## config.mk

```make
export PLATFORM = sky130hd
export DESIGN_NAME = seq_div_16x8
export DESIGN_NICKNAME = d
export VERILOG_FILES = /design/src/rtl/seq_div_16x8_pkg.sv /design/src/rtl/seq_div_16x8_step.sv /design/src/rtl/seq_div_16x8.sv
export SDC_FILE = /design/constraint.sdc
export NUM_CORES = 1
export LEC_CHECK = 0
export CORE_UTILIZATION = 35
export DETAILED_ROUTE_END_ITERATION = 12
export DONT_BUFFER_PORTS = 1
export HOLD_SLACK_MARGIN = 0.03
export PLACE_DENSITY = 0.53
export SLEW_MARGIN = 20
export SYNTH_ARGS = -nofsm -noshare
export SYNTH_HDL_FRONTEND = slang
export SYNTH_SLANG_ARGS = --single-unit
```

## constraint.sdc

```tcl
create_clock -name clk -period 2.8 [get_ports clk]
set_input_delay 0.28 -clock clk [delete_from_list [all_inputs] [get_ports clk]]
set_output_delay 0.28 -clock clk [all_outputs]
set_load 0.005 [all_outputs]
```

## src/rtl/seq_div_16x8_pkg.sv

```systemverilog
// Shared constants for the sequential 2*DW by DW restoring divider:
// state encoding, default width and the iteration-counter width helper.
package seq_div_16x8_pkg;

    localparam int DW_DEF = 8;

    localparam logic [1:0] ST_IDLE = 2'd0;
    localparam logic [1:0] ST_CALC = 2'd1;
    localparam logic [1:0] ST_DONE = 2'd2;

    // Counter must hold 0..DW
    function automatic int cnt_w(input int dw);
        return $clog2(dw + 1);
    endfunction

    localparam int CNT_W_DEF = $clog2(DW_DEF + 1);

endpackage

```

## src/rtl/seq_div_16x8_step.sv

```systemverilog
// One restoring-division step: shift the partial remainder left by one,
// bring in the next dividend bit, subtract the divisor when it fits.
module div_step
    import seq_div_16x8_pkg::*;
#(
    parameter int DW = DW_DEF
) (
    input  logic [DW:0]   r_in,
    input  logic          d_bit,
    input  logic [DW-1:0] divisor,
    output logic [DW:0]   r_out,
    output logic          q_bit
);

    logic [DW:0] t;
    logic [DW:0] dvs_ext;
    logic [DW:0] diff;

    always_comb begin
        t       = {r_in[DW-1:0], d_bit};
        dvs_ext = {1'b0, divisor};
        diff    = t - dvs_ext;
        // A set R MSB means the shifted value overflowed DW+1 bits, so it fits.
        q_bit   = r_in[DW] | (t >= dvs_ext);
        r_out   = q_bit ? diff : t;
    end

endmodule

```

## src/rtl/seq_div_16x8.sv

```systemverilog
// Sequential unsigned divider: 2*DW-bit dividend by DW-bit divisor, one
// quotient bit per cycle, with divide-by-zero and quotient-overflow flags.
module seq_div_16x8
    import seq_div_16x8_pkg::*;
#(
    parameter int DW = DW_DEF
) (
    input  logic            clk,
    input  logic            rst_n,
    input  logic            in_valid,
    output logic            in_ready,
    input  logic [2*DW-1:0] dividend,
    input  logic [DW-1:0]   divisor,
    output logic            out_valid,
    input  logic            out_ready,
    output logic [DW-1:0]   quotient,
    output logic [DW-1:0]   remainder,
    output logic            div0,
    output logic            ovf
);

    localparam int              CNT_W = cnt_w(DW);
    localparam logic [CNT_W-1:0] LAST = CNT_W'(DW - 1);

    logic [1:0]       state_q, state_d;
    logic [CNT_W-1:0] cnt_q, cnt_d;
    logic [DW:0]      r_q, r_d;
    logic [DW-1:0]    acc_q, acc_d;
    logic [DW-1:0]    dvs_q, dvs_d;
    logic [DW-1:0]    quo_q, quo_d;
    logic [DW-1:0]    rem_q, rem_d;
    logic             div0_q, div0_d;
    logic             ovf_q, ovf_d;

    logic [DW:0]      r_nxt;
    logic             q_bit;

    // acc holds the unconsumed dividend low bits (MSB first) and collects
    // quotient bits at the LSB as they are produced.
    div_step #(.DW(DW)) u_step (
        .r_in    (r_q),
        .d_bit   (acc_q[DW-1]),
        .divisor (dvs_q),
        .r_out   (r_nxt),
        .q_bit   (q_bit)
    );

    always_comb begin
        state_d = state_q;
        cnt_d   = cnt_q;
        r_d     = r_q;
        acc_d   = acc_q;
        dvs_d   = dvs_q;
        quo_d   = quo_q;
        rem_d   = rem_q;
        div0_d  = div0_q;
        ovf_d   = ovf_q;
        case (state_q)
            ST_IDLE: begin
                if (in_valid) begin
                    if (divisor == '0) begin
                        quo_d   = '1;
                        rem_d   = '1;
                        div0_d  = 1'b1;
                        ovf_d   = 1'b0;
                        state_d = ST_DONE;
                    end else if (dividend[2*DW-1:DW] >= divisor) begin
                        quo_d   = '1;
                        rem_d   = '0;
                        div0_d  = 1'b0;
                        ovf_d   = 1'b1;
                        state_d = ST_DONE;
                    end else begin
                        r_d     = {1'b0, dividend[2*DW-1:DW]};
                        acc_d   = dividend[DW-1:0];
                        dvs_d   = divisor;
                        cnt_d   = '0;
                        state_d = ST_CALC;
                    end
                end
            end
            ST_CALC: begin
                r_d   = r_nxt;
                acc_d = {acc_q[DW-2:0], q_bit};
                cnt_d = cnt_q + CNT_W'(1);
                if (cnt_q == LAST) begin
                    quo_d   = {acc_q[DW-2:0], q_bit};
                    rem_d   = r_nxt[DW-1:0];
                    div0_d  = 1'b0;
                    ovf_d   = 1'b0;
                    cnt_d   = '0;
                    state_d = ST_DONE;
                end
            end
            ST_DONE: begin
                if (out_ready) state_d = ST_IDLE;
            end
            default: state_d = ST_IDLE;
        endcase
    end

    always_ff @(posedge clk) begin
        if (!rst_n) begin
            state_q <= ST_IDLE;
            cnt_q   <= '0;
            r_q     <= '0;
            acc_q   <= '0;
            dvs_q   <= '0;
            quo_q   <= '0;
            rem_q   <= '0;
            div0_q  <= 1'b0;
            ovf_q   <= 1'b0;
        end else begin
            state_q <= state_d;
            cnt_q   <= cnt_d;
            r_q     <= r_d;
            acc_q   <= acc_d;
            dvs_q   <= dvs_d;
            quo_q   <= quo_d;
            rem_q   <= rem_d;
            div0_q  <= div0_d;
            ovf_q   <= ovf_d;
        end
    end

    assign in_ready  = (state_q == ST_IDLE);
    assign out_valid = (state_q == ST_DONE);
    assign quotient  = quo_q;
    assign remainder = rem_q;
    assign div0      = div0_q;
    assign ovf       = ovf_q;

endmodule
```

==> metrics.csv <==
stage;metric;value;unit
power;Pint;1289;uW
worst_hold_path;Hold EP;remainder[6]$_SDFFE_PN0P_;
routing;drt drc;0;
critical_path;CP Max Fanout;3;
logic_synthesis;Post-synth EDFFs;0;
layout;Final Net Count;376;
cts;maximum clock path buffer count;2;
cts;clk root buf;clkbuf_8;
cts;Sink Count;49;
routing;overall routed net length;6993;um
layout;# diodes;0;
floorplanning;Core ar.;7408;sq um
critical_path;worst endpoint data arrival time;2.53;ns
power;power per cell area;675.7;nW/um^2
critical_path;Reg2Reg Depth;9;
sta;final period utilization;83.49;%
power;worst vdd ir;0.2376;mV
global_route;initial antenna violation count;0;
logic_synthesis;mapped cell area;2740;sq um
routing;DR vias/cell;5.391;
routing;antenna viol nets, final;0;
routing;drt pass-1 iters;4;
power;combinational power share;32.7;%
sta;clk_skew;0.007498;ns
job;Max-cap violations;0;
global_route;vias in the first global route;2187;
cts;H-tree depth;2;
floorplanning;die height;90.48;um
layout;Layout Cells excl Fill;430;
critical_path;CP Cell Sequence;inv_1 > ha_1 > fa_1 > nor2b_1 > o31a_1 > mux2i_1 > a22oi_1 > o21ai_0 > a21oi_1;
sta;FMAX;0.4278;GHz
worst_hold_path;Hold Crit Class;input pin to flop;
routing;drt first-iter violations;170;
global_route;total gr overflow;0;
routing;DR WL/cell;16.26;um
logic_synthesis;Post-synth top flop;dfxtp_1;
routing;via count;2318;
logic_synthesis;synth warn;0;
critical_path;startpoint types;flop;
logic_synthesis;sequential-to-total area share from yosys stat;35.80;%
critical_path;RR Startpoint;acc_q[7]$_SDFFE_PN0P_;
power;Switch Pwr;695.9;uW
cts;Clock Pin Slew Worst Setup and Hold Paths;0.09;ns
sta;Rel. slew slack;50.98;%
critical_path;Worst Path Class, Setup;flop to flop;
layout;Area growth syn-to-layout;7.215;%
logic_synthesis;Syn Nets;381;
placement;gp weighted congestion;0.7802;
floorplanning;# IOs;48;
floorplanning;DIE AREA;8187;sq um
critical_path;reg2reg setup slack;0.46;ns
logic_synthesis;Post-Synthesis Cells;335;
sta;Slew Viols, Final;0;
critical_path;slowest stage cell, crit path;dfxtp_1;
worst_hold_path;hold path cells;2;
power;clock power share;25.6;%
placement;hpwl dp;5332;um
logic_synthesis;post-synth top area share;35.80;%
placement;port buffer count;0;
logic_synthesis;mean post-synth cell area;8.179;sq um
floorplanning;Die Wd;90.48;um
global_route;maximum number of pins on one net before global-route repair;33;
cts;TritonCTS buffer count;5;
critical_path;Worst Path Required;2.99;ns
floorplanning;Core Rows;31;
status;status;complete, no violations;
floorplanning;Initial Util;36.99;%
logic_synthesis;Synth area leaders;dfxtp_1, ha_1, nor2_1, nand2_1, a21oi_1;
layout;fill count;761;
cts;Setup Buffers After CTS;0;
sta;Final Hold Vio Count;0;
cts;PostCTS Resize Cnt;0;
logic_synthesis;post-synthesis cell type count;46;
sta;unrepaired setup endpoints after global routing;no;
sta;final setup TNS;0;ns
power;Design Power;1985;uW
cts;CTS tree;yes;
logic_synthesis;post-synth top area cell;dfxtp_1;
critical_path;CP peak stage delay;0.43;ns
global_route;first-pass GRT wire length;11320;um
sta;Hold WS;0.1169;ns
power;Seq pwr share;41.8;%
global_route;total track usage;17.25;%
power;switching fraction of total power;35.06;%
worst_hold_path;launch point of the worst hold path;rst_n;
cts;clk_lat worst skew;0.30;ns
critical_path;Worst setup EP type;flop;
logic_synthesis;ys async rst share;0;%
power;leakage dissipation;0.001160;uW
logic_synthesis;#FFs+latches synth;49;
sta;Worst Tran Pin Value;0.7319;ns
placement;# placed instances;422;
layout;fraction of layout cells with a size suffix above 1;7.855;%
sta;Final Critical Period;2.338;ns
cts;cts hold-fix bufs;0;
critical_path;capture point of the worst reg-to-reg path;remainder[6]$_SDFFE_PN0P_;
sta;final setup vio count;0;
==> logic make-up after synthesis <==
group	synth area share (%)
DFF	35.80
xor gates and xnor gates	0.9591
muxes	4.018
and+or+nand+nor	19.36
adders and majority gates	8.493
AOI/OAI and AO/OA	25.39
buffers and inverters	5.981
==> synth_stat cells, types with 2 or more instances <==
| cell type | count |
|---|---|
| a31oi_1 | 6 |
| mux2i_1 | 11 |
| o21a_1 | 4 |
| nand4_1 | 3 |
| o22ai_1 | 5 |
| o211ai_1 | 8 |
| nor3b_1 | 3 |
| xnor2_1 | 2 |
| and3_1 | 4 |
| nor4_2 | 2 |
| buf_4 | 2 |
| a21oi_1 | 23 |
| o21ai_1 | 7 |
| a22oi_1 | 3 |
| nor2b_1 | 6 |
| buf_2 | 5 |
| nand2b_1 | 2 |
| clkbuf_1 | 10 |
| a211oi_2 | 5 |
| a311oi_1 | 8 |
| a211oi_1 | 6 |
| dfxtp_1 | 49 |
| inv_1 | 20 |
| nand3b_1 | 2 |
| nor2_1 | 49 |
| o21ai_0 | 17 |
| nand3_1 | 5 |
| nand2_1 | 32 |
| nor3_1 | 3 |
| ha_1 | 17 |
==> per-layer routing <==
metal | track usage, % | up-vias | part of all wire (%)
met5 | 0 | - | 0
met4 | 3.226 | 0 | 0.61
met3 | 5.556 | 4 | 7.7
met2 | 27.53 | 51 | 45
met1 | 22.81 | 1073 | 46
li1 | - | 1190 | -
==> state kept, by name (all words and copies together), names as in the netlist <==
| name | flops |
|---|---|
| r_q | 9 |
| acc_q | 8 |
| dvs_q | 8 |
| quotient | 8 |
| remainder | 8 |
| cnt_q | 4 |
| state_q | 2 |
| div0 | 1 |
| ovf | 1 |
==> layout make-up <==
type | count | area (sq um) | area share, %
multi-input cells | 248 | 1602 | 54.51
flip-flops and latches | 49 | 980.9 | 33.39
well taps | 99 | 123.9 | 4.216
inverters | 20 | 75.07 | 2.555
clock buffers | 6 | 72.57 | 2.470
repair buffers | 6 | 45.04 | 1.533
clock inverters | 2 | 38.79 | 1.320
==> stage by stage <==
stage | utilization (%) | cell area, sq um | worst slack (ns)
global route | 39.66 | 2938 | 0.3070
floorplan | - | 2740 | 0.7747
finish | 39.66 | 2938 | 0.4622
detailed placement | 38.15 | 2826 | 0.4936
CTS | 39.66 | 2938 | 0.4477
global placement | 38.15 | 2826 | 0.4850
==> power by group through the flow <==
stage / Clock (uW) / Sequential, uW / Combinational [uW]
final: 507 / 829 / 648
after detailed placement: 0 / 846 / 644
after global placement: 0 / 846 / 643
after global routing: 556 / 839 / 730
after CTS: 523 / 830 / 647
after floorplan: 0 / 824 / 515
==> worst max path at each step <==
stage / startpoint / endpoint / cells after the start
after floorplan: divisor[5] / state_q[1]$_SDFFE_PN0P_ / 10
after global placement: acc_q[7]$_SDFFE_PN0P_ / remainder[6]$_SDFFE_PN0P_ / 9
after detailed placement: acc_q[7]$_SDFFE_PN0P_ / remainder[6]$_SDFFE_PN0P_ / 9
after CTS: acc_q[7]$_SDFFE_PN0P_ / r_q[6]$_SDFFE_PN0P_ / 9
after global routing: dvs_q[6]$_SDFFE_PN0P_ / r_q[0]$_SDFFE_PN0P_ / 8
final: acc_q[7]$_SDFFE_PN0P_ / remainder[6]$_SDFFE_PN0P_ / 9
==> worst max-delay path: cells and delay by family (launching register included) <==
family                   cells  cell delay [ns]
adder cells (fa/ha/maj)      2             0.62
flip-flops                   1             0.43
buffers and inverters        1             0.07
AND/OR/NAND/NOR              1             0.17
multiplexers                 1             0.23
AO/OA/AOI/OAI                4             0.72
==> placed cells by master (no fill, tap or decap), drive strengths merged, types with 3 or more instances in the layout <==
| master | n |
|---|---|
| o21a | 4 |
| nor3b | 3 |
| nand4 | 3 |
| inv | 20 |
| mux2i | 11 |
| nor3 | 3 |
| buf | 6 |
| nor2 | 49 |
| nand3 | 6 |
| and3 | 4 |
| nor2b | 6 |
| nor4 | 3 |
| o22ai | 5 |
| o211ai | 8 |
| a21oi | 23 |
| clkbuf | 6 |
| dfxtp | 49 |
| ha | 17 |
| a21boi | 3 |
| a31oi | 6 |
| a311oi | 8 |
| a22oi | 3 |
| o21ai | 25 |
| a211oi | 11 |
| nand2 | 32 |
No activity file was read; power rests on OpenSTA's default activity.
